**src/rtl/ccff_cfg_pkg.sv**
```systemverilog
// Shared types and constants for the ccff configuration chain loader.
package ccff_cfg_pkg;

    typedef enum logic [1:0] {
        IDLE,
        FETCH,
        SHIFT,
        DONE
    } ccff_ld_state_e;

    // Default chain lengths per tile type.
    localparam int unsigned CLB_CHAIN_LEN = 1024;
    localparam int unsigned IO_CHAIN_LEN  = 64;

    // Smallest n with 2**n >= value; usable in parameter expressions.
    function automatic int unsigned clog2(input int unsigned value);
        int unsigned result;
        result = 0;
        for (int unsigned i = 0; i < 32; i++) begin
            if ((64'd1 << i) < 64'(value)) result = i + 1;
        end
        return result;
    endfunction

endpackage

```
**src/rtl/ccff_word_serializer.sv**
```systemverilog
// WORD_W shift register with a remaining-bit counter; presents bit 0 first.
module ccff_word_serializer
    import ccff_cfg_pkg::*;
#(
    parameter int unsigned WORD_W = 32,
    parameter int unsigned REM_W  = clog2(WORD_W + 1)
) (
    input  logic              clk,
    input  logic              reset,
    input  logic              load,
    input  logic [WORD_W-1:0] data,
    input  logic [REM_W-1:0]  count,
    input  logic              shift,
    output logic              bit_out,
    output logic              last
);

    logic [WORD_W-1:0] sreg;
    logic [REM_W-1:0]  remaining;

    always_ff @(posedge clk) begin
        if (reset) begin
            sreg      <= '0;
            remaining <= '0;
        end else if (load) begin
            sreg      <= data;
            remaining <= count;
        end else if (shift) begin
            sreg <= sreg >> 1;
            if (remaining != '0) remaining <= remaining - REM_W'(1);
        end
    end

    assign bit_out = sreg[0];
    assign last    = (remaining == REM_W'(1));

endmodule

```
**src/rtl/ccff_chain_loader.sv**
```systemverilog
// Serialises configuration words into the ccff chain and gates prog_clk via ccff_shift_en.
// Optional destructive readback of ccff_tail: define CCFF_CHAIN_READBACK_EN.
module ccff_chain_loader
    import ccff_cfg_pkg::*;
#(
    parameter  int unsigned WORD_W    = 32,
    parameter  int unsigned CHAIN_LEN = CLB_CHAIN_LEN,
    localparam int unsigned CNT_W     = clog2(CHAIN_LEN + 1)
) (
    input  logic              prog_clk,
    input  logic              prog_reset,
    input  logic              start,
    input  logic [WORD_W-1:0] cfg_data,
    input  logic              cfg_valid,
    output logic              cfg_ready,
    output logic              ccff_head,
    output logic              ccff_shift_en,
    input  logic              ccff_tail,
    output logic              busy,
    output logic              done,
    output logic [CNT_W-1:0]  bit_count
`ifdef CCFF_CHAIN_READBACK_EN
    ,
    output logic [WORD_W-1:0] rb_data,
    output logic              rb_valid
`endif
);

    localparam int unsigned REM_W = clog2(WORD_W + 1);

    ccff_ld_state_e   state;
    logic             handshake;
    logic             word_last;
    logic             final_shift;
    logic [REM_W-1:0] word_count;
    int unsigned      bits_left;

    assign handshake   = cfg_valid & cfg_ready;
    assign final_shift = (bit_count == CNT_W'(CHAIN_LEN - 1));

    always_comb begin
        bits_left  = CHAIN_LEN - 32'(bit_count);
        word_count = REM_W'((bits_left < WORD_W) ? bits_left : WORD_W);
    end

    ccff_word_serializer #(
        .WORD_W (WORD_W),
        .REM_W  (REM_W)
    ) u_serializer (
        .clk     (prog_clk),
        .reset   (prog_reset),
        .load    (handshake),
        .data    (cfg_data),
        .count   (word_count),
        .shift   (ccff_shift_en),
        .bit_out (ccff_head),
        .last    (word_last)
    );

    // ccff_shift_en is set on entry to SHIFT, so it mirrors the state with no decode glitch.
    always_ff @(posedge prog_clk) begin
        if (prog_reset) begin
            state         <= IDLE;
            cfg_ready     <= 1'b0;
            ccff_shift_en <= 1'b0;
            busy          <= 1'b0;
            done          <= 1'b0;
            bit_count     <= '0;
        end else begin
            case (state)
                IDLE, DONE: begin
                    if (start) begin
                        state     <= FETCH;
                        cfg_ready <= 1'b1;
                        busy      <= 1'b1;
                        done      <= 1'b0;
                        bit_count <= '0;
                    end
                end
                FETCH: begin
                    if (handshake) begin
                        state         <= SHIFT;
                        cfg_ready     <= 1'b0;
                        ccff_shift_en <= 1'b1;
                    end
                end
                SHIFT: begin
                    if (bit_count != CNT_W'(CHAIN_LEN)) bit_count <= bit_count + CNT_W'(1);
                    if (final_shift) begin
                        state         <= DONE;
                        ccff_shift_en <= 1'b0;
                        busy          <= 1'b0;
                        done          <= 1'b1;
                    end else if (word_last) begin
                        state         <= FETCH;
                        ccff_shift_en <= 1'b0;
                        cfg_ready     <= 1'b1;
                    end
                end
                default: state <= IDLE;
            endcase
        end
    end

`ifdef CCFF_CHAIN_READBACK_EN
    localparam int unsigned IDX_W = clog2(WORD_W);

    logic [WORD_W-1:0] rb_acc;
    logic [WORD_W-1:0] rb_word;
    logic [IDX_W-1:0]  rb_cnt;

    always_comb begin
        rb_word         = rb_acc;
        rb_word[rb_cnt] = ccff_tail;
    end

    always_ff @(posedge prog_clk) begin
        if (prog_reset) begin
            rb_acc   <= '0;
            rb_cnt   <= '0;
            rb_data  <= '0;
            rb_valid <= 1'b0;
        end else begin
            rb_valid <= 1'b0;
            if (ccff_shift_en) begin
                if (rb_cnt == IDX_W'(WORD_W - 1) || final_shift) begin
                    rb_data  <= rb_word;
                    rb_valid <= 1'b1;
                    rb_acc   <= '0;
                    rb_cnt   <= '0;
                end else begin
                    rb_acc <= rb_word;
                    rb_cnt <= rb_cnt + IDX_W'(1);
                end
            end
        end
    end
`else
    logic unused_tail;
    assign unused_tail = ccff_tail;
`endif

endmodule

```
**config.mk**
```make
export PLATFORM = sky130hd
export DESIGN_NAME = ccff_chain_loader
export DESIGN_NICKNAME = d
export VERILOG_FILES = /design/src/rtl/ccff_cfg_pkg.sv /design/src/rtl/ccff_word_serializer.sv /design/src/rtl/ccff_chain_loader.sv
export SDC_FILE = /design/constraint.sdc
export NUM_CORES = 1
export LEC_CHECK = 0
export ABC_AREA = 1
export CORE_MARGIN = 1
export CORE_UTILIZATION = 45
export CTS_BUF_LIST = sky130_fd_sc_hd__clkbuf_16
export DETAILED_ROUTE_END_ITERATION = 16
export PLACE_DENSITY = 0.7
export RECOVER_POWER = 100
export SLEW_MARGIN = 20
export SYNTH_ARGS = -nofsm -noshare
export SYNTH_HDL_FRONTEND = slang
export SYNTH_SLANG_ARGS = --single-unit
```
**constraint.sdc**
```tcl
create_clock -name prog_clk -period 3.59 [get_ports prog_clk]
set_input_delay 0.5385 -clock prog_clk [delete_from_list [all_inputs] [get_ports prog_clk]]
set_output_delay 0.5385 -clock prog_clk [all_outputs]
set_load 0.02 [all_outputs]
```
Yosys cells after proc, flatten, opt, wreduce, memory -nomap -nowiden

Index checks and enable logic that the tools add are counted.

Multipliers: 0
Shift-type cells: 0
$add $sub $neg: 3
Reduce and logical (&&, ||, !) cells: 13
Equality and inequality tests: 13
Bitwise gates (word level): 1
Divide/modulo/power cells: 0
$lt $le $gt $ge: 1
Multiplexer cells: 28

Operators by type and width:

| kind                                                 | count |
|---|---|
| two-way mux 32 bit                                   | 2 |
| < comparator 32 x 6 -> 1 bit (second input constant) | 1 |
| two-way mux 6 bit                                    | 4 |
| two-way mux 11 bit                                   | 2 |
| case mux 11 bit (2 select lines)                     | 1 |
| AND reduction 3 bit                                  | 4 |
| subtractor 11 x 11 -> 12 bit (first input constant)  | 1 |
| adder 11 x 1 -> 11 bit (second input constant)       | 1 |
| == test 11 x 10 -> 1 bit (second input constant)     | 1 |
| != test 11 bit (second input constant)               | 1 |
| two-way mux 1 bit                                    | 10 |
| != test 2 bit (second input constant)                | 5 |
| two-way mux 2 bit                                    | 4 |
| nonzero test 2 bit                                   | 4 |
| == test 6 x 1 -> 1 bit (second input constant)       | 1 |
| case mux 1 bit (2 select lines)                      | 3 |
| case mux 2 bit (3 select lines)                      | 1 |
| nonzero test 6 bit                                   | 1 |
| subtractor 6 x 1 -> 6 bit (second input constant)    | 1 |
| == test 2 bit (second input constant)                | 2 |
| AND reduction 4 bit                                  | 1 |
| != test 3 x 2 -> 1 bit (second input constant)       | 1 |
| case mux 1 bit (3 select lines)                      | 1 |
| == test 2 x 1 -> 1 bit (second input constant)       | 1 |
| other kinds (5)                                      | 5 |

Bits in read-only memories: 0
Register bits after elaboration: 55
Memories kept: 0
Output and inout port bits: 16
Latch bits: 0
Memory bits (writable): 0
Bits of input ports: 37

Depth between registers and ports, before layout

Gate-level depths: netlist of the first run.

Depth after elaboration: 4
Gate-level depth with buffers: 11
Mapped depth without buffers: 11

Cells and area by module

From an unflattened synthesis of the first run, not the netlist that was laid out.

Cells, all modules: 419
Area, all modules: 3036.7 sq um

Modules (own cells, without submodules):

| module               | area an instance (sq um) | sequential area each (sq um) | cells an instance | times used |
|---|---|---|---|---|
| ccff_word_serializer | 1860.5                   | 760.7                        | 238               | 1 |
| ccff_chain_loader    | 1176.1                   | 340.3                        | 181               | 1 |

Least setup slack after synthesis of the first run

Ideal clock, no wire load.

Path type: register -> register
Start: register bit_count[0]
End: register bit_count[6]
Cell stages (with the launch flop): 11
Setup time: 0.118 ns
Clock period less this slack: 1.636 ns
Path slack: 1.954 ns
Arrival time: 1.518 ns
Cell sequence: dfxtp_1 > inv_2 > ha_1 > nand2_1 > nor2_1 > nand3_2 > nand2_4 > inv_4 > nand2_4 > nor3_1 > nor2_1

Cells in the longest elaborated chain, start to end: 3

RTL lines:

| item                                                                           | RTL line                | source |
|---|---|---|
| start: declaration                                                             | ccff_chain_loader.sv:21 | `output logic [CNT_W-1:0] bit_count` |
| start signal: assignment                                                       | ccff_chain_loader.sv:88 | `if (bit_count != CNT_W'(CHAIN_LEN)) bit_count <= bit_count + CNT_W'(1);` |
| adder 11 x 1 -> 11 bit / != test 11 bit (equally long branches)                | ccff_chain_loader.sv:88 |  |
| two-way mux 11 bit / != test 2 bit (equally long branches)                     | -                       |  |
| case mux 11 bit (2 select lines) / AND reduction 3 bit (equally long branches) | -                       |  |

Parallel ways exist; a longest one is shown, timed or not. The select of a mux whose other input is x is not followed.
A chain may end at the register's enable or synchronous reset.

Worst setup path in the final report of the first run

Start: input port cfg_valid
End: register u_serializer.sreg[2]

Cells in the longest elaborated chain, start to end: 2

RTL lines:

| item                                                            | RTL line                   | source |
|---|---|---|
| start: declaration                                              | ccff_chain_loader.sv:14    | `input logic cfg_valid,` |
| AND 1 bit *                                                     | ccff_chain_loader.sv:38    | `assign handshake = cfg_valid & cfg_ready;` |
| two-way mux 32 bit / nonzero test 2 bit (equally long branches) | -                          |  |
| end signal: assignment                                          | ccff_word_serializer.sv:26 | `sreg <= data;` |
| end signal: assignment                                          | ccff_word_serializer.sv:29 | `sreg <= sreg >> 1;` |
| end: declaration                                                | ccff_word_serializer.sv:18 | `logic [WORD_W-1:0] sreg;` |

Every way passes the cells marked *; elsewhere a longest branch is shown, timed or not.

==> metrics.txt, run 1 <==
mean post-synth cell area=6.904 um^2; dpl hpwl=4.801 mm; Worst-path clk slew=80 ps; I/O pin cnt=53; Setup CP Type=in2reg; async set or reset register ratio after synthesis=0%; CP Launch Type=input pin; worst-margin pin slew=1348 ps; CP Capture Type=flop; Synth Register Bits=55; Final Wtd Congestion=0.8878; row count=28; first-pass GRT wire length=11.45 mm; Die Ht=82.37 um; Primary FF master, synth=dfxtp_1; minimum clock period=2694 ps; final net count=506; # diodes=0; Synth Net Count=465; Die Area=0.006784 mm^2; synthesized area=0.002907 mm^2; Area contributors post-synth=dfxtp_1 38%, nand2_1 15%, nand3_1 8.6%; vias in the first global route=2583; maximum VDD drop=0.0004482 V; Longest Clk Path Bufs=2; largest net degree at the start of global routing=43; Total Routing Usage GR=21.81%; Slew Limit Fails=0; arrival time at the worst endpoint=2920 ps; drt pass-1 iters=5; relative slew slack=9.948%; Max Freq=0.3711 GHz; total wire length=6.915 mm; final core occ=59.08%; Setup Skew=6.778 ps; Leak=1.377 nW; PD cells=670.3 mW/mm^2; total gr overflow=0; synth cell count leaders=114 x nand2_1, 55 x dfxtp_1, 50 x nand3_1; largest area contributor in the netlist=dfxtp_1; count leader, synth=nand2_1; CTS root buffer=clkbuf_16; postcts setup bufs=0; Buffers on Ports=51; final antenna-violating net count=0; max cap viols=0; CTS Buf Count=5; DRC Markers=0; layout cells sized above 1=6.479%; DR vias=2930; CP Data Required Time=3810 ps; worst-path fanout max=39; unrepaired setup endpoints after global routing=false; final period utilization=75.05%; Post-synth EDFFs=0; Hold Vio Cnt, Final=0; initial drt markers=201; setup total negative slack=0 ps; Mapped Cells=421; CTS tree=yes; clk_lat worst skew=290 ps; clock sink count=55; Netlist cell types=33; top-area cell type share of the netlist area=37.88%; status=completed; initial antenna violation count=0; register area share after synthesis=37.88%; htree depth=2; post-cts resize count=0; Chip Width=82.37 um; Core Footprint=0.006061 mm^2; Final Setup Violations=0; starting density of the core=47.96%; WL/cell=12.85 um; # hold bufs at CTS=0; Syn. warnings=0; filler instances=581; Hold Path Class=reg2reg; Vias/cell=5.446; area grow syn2layout=23.20%
-- state kept, by name, summed over array words and instances, names as in the netlist --
signal                  flops
done                        1
ccff_shift_en               1
state                       2
bit_count                  11
u_serializer.remaining      6
cfg_ready                   1
busy                        1
u_serializer.sreg          32
-- report_power, final --
group          switching [mW]  internal, mW  total [mW]
clock                   0.240         0.264       0.505
combinational           0.696         0.362        1.06
sequential             0.0992         0.738       0.837
-- layout make-up --
cell class                 instances  area [um^2]  share of cell area, %
clock buffer                       5        125.1                  3.494
sequential                        55         1101                  30.75
clock inverter                     3        25.02                 0.6988
tap                               75        93.84                  2.621
inverter                          38        143.9                  4.018
timing repair buffer              55        540.5                  15.09
multi-input combinational        307         1551                  43.33
-- stage by stage --
step | cells | setup WS (ps) | power, mW | hold slack [ps] | instance area [um^2]
after global routing | 538 | 629.3 | 2.590 | 490.0 | 3581
after CTS | 538 | 1406 | 2.427 | 466.4 | 3600
after global placement | 530 | 1096 | 1.905 | 451.3 | 3450
after detailed placement | 530 | 1097 | 1.923 | 455.6 | 3450
after floorplan | 421 | 1954 | 1.636 | 434.5 | 2907
final | 538 | 895.6 | 2.400 | 461.8 | 3581
-- cell usage in the layout, fill, tap and decap left out, drive strengths merged --
cell type / netlist / final
nand2: 118 / 118
dfxtp: 55 / 55
nand3: 51 / 51
inv: 38 / 39
clkdlybuf4s50: 0 / 35
a31oi: 30 / 30
a21oi: 29 / 29
nor2: 28 / 28
nand4: 16 / 16
dlygate4sd3: 0 / 16
o21ai: 15 / 15
ha: 7 / 7
clkbuf: 12 / 5
nor3: 5 / 5
buf: 9 / 4
a211oi: 2 / 2
xor2: 2 / 2
clkinvlp: 0 / 2
and2: 1 / 1
and3: 1 / 1
xnor2: 1 / 1
or2: 1 / 1
-- worst paths after layout --
path	start	end	slack, ps	cells after the start
setup / recovery	cfg_valid	u_serializer.sreg[2]	900	7
hold / removal	done	done	460	2
setup reg to reg	state[0]	bit_count[6]	1070	11
hold reg to reg	done	done	460	2
-- cell families after synthesis --
group           synth area share [%]
fa+ha+maj                      3.013
simple gates                   34.61
xor+xnor                      0.9042
flops                          37.88
compound gates                 15.45
buf+inv                        8.136
-- worst max-delay path: stages --
cell	delay (ps)
dlygate4sd3_1	550
nand2_1	980
inv_2	80
nor2_2	190
buf_4	320
nand2_1	100
a31oi_1	140
-- routing by layer --
| metal | share of wire (%) | wire, um | vias up | global-route usage, % |
|---|---|---|---|---|
| met5 | 0 | 0 | - | 0 |
| met4 | 1.1 | 73 | 0 | 7.018 |
| met3 | 4.8 | 330 | 6 | 4.066 |
| met2 | 46 | 3165 | 82 | 34.21 |
| met1 | 48 | 3346 | 1340 | 30.05 |
| li1 | - | - | 1502 | - |
(Power assumes the default switching activity.)
==> run 2: changes to the inputs <==
==> constraint.sdc (replaced) <==
create_clock -name prog_clk -period 2.75 [get_ports prog_clk]
set_input_delay 0.4125 -clock prog_clk [delete_from_list [all_inputs] [get_ports prog_clk]]
set_output_delay 0.4125 -clock prog_clk [all_outputs]
set_load 0.02 [all_outputs]
==> metrics.txt, run 2 (synthesized netlist as in run 1, its figures left out) <==
status=completed; relative slew slack=55.73% (+46 points); Max Freq=0.4412 GHz; setup total negative slack=0 ps (unchanged); Reg area=0.001101 mm^2 (unchanged); # diodes=0 (unchanged); Switching Fraction=41.27% (-1.9 points); largest net degree at the start of global routing=42 (-2.3%); Hold Vio Cnt, Final=0 (unchanged); reg2reg end=bit_count[6]; post-cts resize count=0 (unchanged); final antenna-violating net count=0 (unchanged); Hold Crit Start=u_serializer.sreg[18]; Slew Limit Fails=0 (unchanged); Reg power frac=34.4% (-0.5 points); total wire length=6.768 mm (-2.1%); Worst-path clk slew=70 ps (about the same); Die Area=0.006784 mm^2 (unchanged); DR vias=2839 (-3.1%); CTS Buf Count=5 (unchanged); Core Footprint=0.006061 mm^2 (unchanged); Int Pwr=1.869 mW (+37%); combinational share of power=43.0% (-1.1 points); initial drt markers=154 (-23%); DRC Markers=0 (unchanged); largest register by flop count=u_serializer.sreg; Setup CP Type=reg2out; R2R Setup Slk=590 ps (-480 ps); minimum clock period=2267 ps; final net count=507 (+0.20%); CP Data Required Time=2340 ps (-1470 ps); worst-path fanout max=34 (-13%); max FFs per register=32 (unchanged); Hold Path Class=reg2reg; Vias/cell=5.267 (-3.3%); placed cells=531 (+0.19%); Setup Skew=2.103 ps (-4.675 ps); PD cells=884.1 mW/mm^2 (+32%); WL/cell=12.56 um (-2.3%); htree depth=2 (unchanged); Total Routing Usage GR=21.72% (-0.092 points); most common cell after layout, fill and taps aside=nand2_1; drt pass-1 iters=4 (-1); R2R Path Start=state[0]; CTS tree=yes; vias in the first global route=2605 (+0.85%); multi-input logic area=0.001548 mm^2 (-0.24%); dpl hpwl=4.794 mm (-0.16%); Die Ht=82.37 um (unchanged); Final Wtd Congestion=0.8789 (-1.0%); Chip Width=82.37 um (unchanged); layout cells sized above 1=6.466% (-0.014 points); critical path launch point=ccff_shift_en; worst-margin pin slew=664.0 ps (-683.5 ps); # hold bufs at CTS=0 (unchanged); starting density of the core=47.96% (unchanged); Clock Power Share=22.6% (+1.6 points); final period utilization=82.42%; row count=28 (unchanged); Buffers on Ports=51 (unchanged); Final Setup Violations=0 (unchanged); CP Capture Type=primary output; Hold Path Depth=2 (unchanged); total gr overflow=0 (unchanged); maximum VDD drop=0.0005639 V (+26%); filler instances=599 (+3.1%); CTS root buffer=clkbuf_16; I/O pin cnt=53 (unchanged); max cap viols=0 (unchanged); biggest registers after layout=u_serializer.sreg: 32 flops, bit_count: 11 flops, u_serializer.remaining: 6 flops; end point of the critical path=ccff_shift_en; Psw=1.313 mW (+27%); most frequent cells in the layout=115 x nand2_1, 55 x dfxtp_1, 50 x nand3_1; Leak=1.401 nW (+1.7%); arrival time at the worst endpoint=1850 ps (-1070 ps); initial antenna violation count=0 (unchanged); unrepaired setup endpoints after global routing=false; Cell Count, Final, Fillers Out=539 (+0.19%); Longest Clk Path Bufs=2 (unchanged); R2R depth=9 (-2); postcts setup bufs=0 (unchanged); final core occ=59.39% (+0.31 points); CP Launch Type=flop; clk_lat worst skew=290 ps (about the same); clock sink count=55 (unchanged); first-pass GRT wire length=11.46 mm (+0.11%); area grow syn2layout=23.85%
## run 2: worst max-delay path, cell delays in order, from the launching register on
cell and delay [ps]:
dfxtp_1 310, clkbuf_2 520, clkdlybuf4s50_1 730
## run 2: worst min path at each step
stage                             to  slack, ps
5_1_grt        u_serializer.sreg[17]        490
2_1_floorplan  u_serializer.sreg[17]        430
6_report       u_serializer.sreg[17]        460
3_5_place_dp   u_serializer.sreg[17]        450
4_1_cts        u_serializer.sreg[17]        460
3_3_place_gp   u_serializer.sreg[31]        450
## run 2: stage by stage
stage	hold WS (ps)	setup WS, ps	power, mW	cell area, um^2
global route	486.4	336.3	3.440	3600
global placement	451.4	674.0	2.491	3457
floorplan	434.5	1114	2.136	2907
CTS	464.2	720.1	3.245	3626
finish	458.7	483.5	3.182	3600
detailed placement	454.4	644.3	2.508	3457
## run 2: final cells by class
cell class	count	share of cell area, %
clock buffer	5	3.476
clock inverter	3	1.217
inverter	38	4.032
multi-input combinational	307	43.00
sequential	55	30.59
tap	75	2.607
timing repair buffer	56	15.09
## run 2: routing by layer
layer  up-vias  wire [um]  GRT usage [%]  part of all wire [%]
li1       1496          -              -                     -
met1      1276       3191          27.72                    47
met2        62       3219          37.19                    48
met3         5        322          3.626                   4.8
met4         0         35          6.667                  0.52
met5         -          0              0                     0
## run 2: power by group through the flow
| stage | clock, mW | sequential, mW | combinational, mW |
|---|---|---|---|
| after detailed placement | 0 | 1.11 | 1.40 |
| after global placement | 0 | 1.11 | 1.38 |
| after CTS | 0.746 | 1.09 | 1.41 |
| after global routing | 0.770 | 1.12 | 1.56 |
| after floorplan | 0 | 1.12 | 1.01 |
| final | 0.719 | 1.09 | 1.37 |
==> run 3: changes to the inputs <==
==> constraint.sdc (replaced) <==
create_clock -name prog_clk -period 2.3 [get_ports prog_clk]
set_input_delay 0.345 -clock prog_clk [delete_from_list [all_inputs] [get_ports prog_clk]]
set_output_delay 0.345 -clock prog_clk [all_outputs]
set_load 0.02 [all_outputs]
==> metrics.txt, run 3 (synthesized netlist as in run 1, its figures left out) <==
vias in the first global route=2615 (+0.38%); Setup CP Type=reg2out; critical path cell sequence=dlygate4sd3_1; starting density of the core=47.96% (unchanged); Max Freq=0.5235 GHz; minimum clock period=1910 ps; most common cell after layout, fill and taps aside=nand2_1; max cap viols=0 (unchanged); hold endpoint=done; DR vias=2976 (+4.8%); reg2reg end=bit_count[6]; most frequent cells in the layout=115 x nand2_1, 55 x dfxtp_1, 50 x nand3_1; Setup Skew=6.271 ps (+4.168 ps); dpl hpwl=4.919 mm (+2.6%); initial antenna violation count=0 (unchanged); R2R Path Start=state[0]; combinational share of power=44.3% (+1.3 points); layout cells sized above 1=7.265% (+0.80 points); Total Routing Usage GR=21.77% (+0.047 points); I/O pin cnt=53 (unchanged); Psw=1.609 mW (+23%); Buffers on Ports=51 (unchanged); htree depth=2 (unchanged); CP Capture Type=primary output; R2R Setup Slk=390 ps (-200 ps); WP buf/inv=1 (-1); clk_lat worst skew=290 ps (about the same); R2R depth=10 (+1); Final Setup Violations=0 (unchanged); status=completed; Hold Path Depth=2 (unchanged); Core Footprint=0.006061 mm^2 (unchanged); Area after DPL=0.003487 mm^2 (+0.87%); Hold Path Class=reg2reg; Crit path largest cell delay=730 ps (about the same); Cell Count, Final, Fillers Out=543 (+0.74%); DRC Markers=0 (unchanged); WL/cell=12.76 um (+1.6%); Clock Power Share=22.4% (-0.2 points); PD cells=1068 mW/mm^2 (+21%); Largest delay share family, worst path=buffers and inverters; CTS Buf Count=5 (unchanged); filler instances=612 (+2.2%); drt pass-1 iters=6 (+2); relative slew slack=55.10% (-0.63 points); Leak=1.408 nW (+0.48%); final antenna-violating net count=0 (unchanged); Worst-path clk slew=70 ps (about the same); area grow syn2layout=25.01%; CP Data Required Time=1960 ps (-380 ps); Longest Clk Path Bufs=2 (unchanged); CP Launch Type=flop; CTS root buffer=clkbuf_16; # hold bufs at CTS=0 (unchanged); Hold Vio Cnt, Final=0 (unchanged); final period utilization=83.05%; Chip Width=82.37 um (unchanged); placed cells=535 (+0.75%); largest register by flop count=u_serializer.sreg; Reg power frac=33.3% (-1.1 points); largest net degree at the start of global routing=42 (unchanged); Final Wtd Congestion=0.8442 (-3.9%); final instance area=0.003633 mm^2 (+0.94%); unrepaired setup endpoints after global routing=false; Hold Crit Start=done; arrival time at the worst endpoint=1570 ps (-280 ps); final net count=511 (+0.79%); total gr overflow=0 (unchanged); total wire length=6.929 mm (+2.4%); first-pass GRT wire length=11.45 mm (-0.11%); postcts setup bufs=0 (unchanged); initial drt markers=195 (+27%); # diodes=0 (unchanged); Vias/cell=5.481 (+4.1%); worst-margin pin slew=673.5 ps (+9.426 ps); biggest registers after layout=u_serializer.sreg: 32 flops, bit_count: 11 flops, u_serializer.remaining: 6 flops; setup total negative slack=0 ps (unchanged); Die Area=0.006784 mm^2 (unchanged); crit path max-delay cell type=dlygate4sd3_1; Slew Limit Fails=0 (unchanged); clock sink count=55 (unchanged); Die Ht=82.37 um (unchanged); Switching Fraction=41.48% (+0.21 points); maximum VDD drop=0.0007885 V (+40%); row count=28 (unchanged); max FFs per register=32 (unchanged); CTS tree=yes; Int Pwr=2.270 mW (+21%); worst-path fanout max=10 (-71%); post-cts resize count=0 (unchanged)
==> run 3: cell count changes in the layout (fill, tap and decap cells not counted), sizes merged <==
cell	delta
clkdlybuf4s50	-1
dlygate4sd3	+1
buf	+4
==> run 3: worst max path at each step <==
stage / to / cells past startpoint / from
2_1_floorplan: bit_count[6] / 10 / bit_count[0]
3_3_place_gp: u_serializer.remaining[0] / 7 / cfg_valid
3_5_place_dp: u_serializer.remaining[0] / 7 / cfg_valid
4_1_cts: bit_count[5] / 1 / bit_count[5]
5_1_grt: bit_count[6] / 10 / state[0]
6_report: bit_count[5] / 1 / bit_count[5]
==> run 3: power by group through the flow <==
stage	registers [mW]	logic [mW]	clock network, mW
after floorplan	1.34	1.21	0
after global placement	1.31	1.71	0
after detailed placement	1.31	1.73	0
after CTS	1.29	1.74	0.884
after global routing	1.32	1.92	0.926
final	1.29	1.72	0.868
==> run 3: area by class of cell <==
type	count	area [um^2]	area share [%]
well taps	75	93.84	2.583
flip-flops and latches	55	1101	30.30
multi-input cells	307	1551	42.70
inverters	38	145.1	3.994
repair buffers	60	573.1	15.77
clock inverters	3	43.79	1.205
clock buffers	5	125.1	3.444
==> run 3: tightest hold or removal path: cells and delay by family (launching register included) <==
kind               cells  cell delay, ps
and+or+nand+nor        1              60
AOI/OAI and AO/OA      1              50
DFF                    1             310
==> run 3: through the flow <==
step	setup slack (ps)	hold WS [ps]	utilization (%)	power, mW
after global routing	193.3	496.1	59.95	4.168
after global placement	431.6	451.7	57.54	3.016
final	389.9	465.0	59.95	3.880
after floorplan	664.4	434.5	-	2.554
after detailed placement	398.3	458.1	57.54	3.039
after CTS	432.7	469.2	60.32	3.922
==> run 3: metal layers <==
layer / vias to the layer above / global-route usage (%) / share of wire (%)
met5: - / 0 / 0
met4: 0 / 6.491 / 0.97
met3: 7 / 3.846 / 4.5
met2: 85 / 35.70 / 47
met1: 1375 / 28.99 / 48
li1: 1509 / - / -
==> variant, RTL diff (config.mk and constraints of run 2) <==
Put one more register stage on the output `bit_count`, without a reset. The value now appears one clock later. The other outputs are not delayed to match.
--- a/src/rtl/ccff_chain_loader.sv
+++ b/src/rtl/ccff_chain_loader.sv
@@ -28,6 +28,8 @@
 
     localparam int unsigned REM_W = clog2(WORD_W + 1);
 
+    logic [CNT_W-1:0] bit_count_s0;
+
     ccff_ld_state_e   state;
     logic             handshake;
     logic             word_last;
@@ -36,10 +38,10 @@
     int unsigned      bits_left;
 
     assign handshake   = cfg_valid & cfg_ready;
-    assign final_shift = (bit_count == CNT_W'(CHAIN_LEN - 1));
+    assign final_shift = (bit_count_s0 == CNT_W'(CHAIN_LEN - 1));
 
     always_comb begin
-        bits_left  = CHAIN_LEN - 32'(bit_count);
+        bits_left  = CHAIN_LEN - 32'(bit_count_s0);
         word_count = REM_W'((bits_left < WORD_W) ? bits_left : WORD_W);
     end
 
@@ -65,7 +67,7 @@
             ccff_shift_en <= 1'b0;
             busy          <= 1'b0;
             done          <= 1'b0;
-            bit_count     <= '0;
+            bit_count_s0  <= '0;
         end else begin
             case (state)
                 IDLE, DONE: begin
@@ -74,7 +76,7 @@
                         cfg_ready <= 1'b1;
                         busy      <= 1'b1;
                         done      <= 1'b0;
-                        bit_count <= '0;
+                        bit_count_s0 <= '0;
                     end
                 end
                 FETCH: begin
@@ -85,7 +87,7 @@
                     end
                 end
                 SHIFT: begin
-                    if (bit_count != CNT_W'(CHAIN_LEN)) bit_count <= bit_count + CNT_W'(1);
+                    if (bit_count_s0 != CNT_W'(CHAIN_LEN)) bit_count_s0 <= bit_count_s0 + CNT_W'(1);
                     if (final_shift) begin
                         state         <= DONE;
                         ccff_shift_en <= 1'b0;
@@ -140,5 +142,9 @@
     assign unused_tail = ccff_tail;
 `endif
 
+    always_ff @(posedge prog_clk) begin
+        bit_count <= bit_count_s0;
+    end
+
 endmodule
 
Formal check against the unedited RTL: not equivalent (Yosys sat finds a counterexample within 4 cycles, from zero or initial values and one cycle with prog_reset high).
==> variant against run 2 <==
The flow now finishes with violations (design-rule violations). Cell area increased by 7.5%. Utilization increased by 0.53 points. Sequential share of layout area increased by 3.6 points. Power increased by 14%. Setup slack improved by 0.073 ns. First-iteration DRC count increased by 14%. Sequential cell count increased by 11. Non-clock buffer count increased by 2. Synthesized area increased by 4.8%. Wire length decreased by 2.1%.
==> variant: results (changes against run 2) <==
- The sequential fraction of the synthesis area is 43.4% (+5.5 points).
- The worst hold slack after final layout came to 0.400 ns (-0.0590 ns).
- The fraction of area in registers is 34.1% (+3.6 points).
- The switching share of power came to 35.4% (-5.9 points).
- The hold path depth is 0 (-2).
- The via count of the first global-routing pass came to 2688 (+3.2%).
- The parity-gate share of the synthesized area counting xor and xnor cells is 1.15% (+0.25 points).
- The power in combinational cells is 1.23 mW (-10%).
- The launch point of the worst path is cfg_valid.
- By count the netlist is led by 113 x nand2_1, 66 x dfxtp_1, 52 x nand3_1.
- The combined area of the multi-input logic cells is 1450 µm² (-6.5%).
- The starting DRC count in detailed routing is 175 (+14%).
- The maximum number of pins on one net before global-route repair is 35 (-17%).
- The slew at the pin with the worst max-slew slack is 0.652 ns (-0.0116 ns).
- The sequential cell count is 66 (+20%).
- The arrival time of data at the critical path endpoint was 2.44 ns (+0.59 ns).
- The worst setup slack before clock tree synthesis was 0.620 ns (-0.0246 ns).
- The final RePlAce weighted congestion was 0.879 (about the same).
- The startpoint of the most critical hold path is bit_count_s0[1].
- The multi-input logic cell count was 294 (-4.2%).
- The fraction of layout instances using a drive strength above 1 is 6.81% (+0.34 points).
- The net total in the final layout is 509 (+0.39%).
- The per-cell via count in the routed design is 5.25 (-0.35%).
- The cell with the biggest individual delay on the critical path is clkbuf_2.
- The clock latency on the worst-skew pair is 0.32 ns (+0.03 ns).
- The post-route clock skew is 0.00445 ns (+0.00235 ns).
- The fraction of the mapped netlist area in adder cells is 2.88% (-0.14 points).
- The post-route fraction of the period consumed by the critical path is 79.8% (-2.6 points).
- The cell count after synthesis is 417 (-0.95%).
- The flow ran to the end, but the final reports show violations.
- The final reports fail on design-rule violations.
- The standby leakage power is 1.52 nW (+8.3%).
- The synthesized area per cell is 7.30 µm² (+5.8%).
- The number of fill cells in the layout is 615 (+2.7%).
- The highest fanout seen on the critical path is 33 (-2.9%).
- The non-filler instance count after layout is 547 (+1.5%).
- The number of remaining DRC errors is 4 (+4).
- The HPWL reported at the end of detailed placement is 4620 µm (-3.6%).
- The standard cell area after detailed placement is 3610 µm² (+4.5%).
- The critical register-to-register path endpoint is bit_count_s0[3].
## variant: changes by cell type after synthesis, moves of 4 or more
cell | run 2 | this run
nor2_2 | 1 | 6
nor2_1 | 25 | 21
nand4_1 | 16 | 4
a21oi_1 | 28 | 23
dfxtp_1 | 55 | 66
## variant: cells by family after synthesis
group | count (synthesis)
AOI/OAI and AO/OA | 75
and+or+nand+nor | 208
buffers and inverters | 57
adders and majority gates | 7
xor gates and xnor gates | 4
DFF | 66
## variant: critical path, delay by kind of cell
kind	cells	cell delay [ns]
compound gates	1	0.18
buf+inv	3	1.23
simple gates	3	0.62
## variant: per-layer routing
layer | share of wire (%) | global-route usage [%] | up-vias
met5 | 0 | 0 | -
met1 | 47 | 25.1 | 1300
li1 | - | - | 1491
met4 | 1.1 | 8.78 | 0
met2 | 48 | 33.8 | 73
met3 | 4.0 | 3.93 | 7
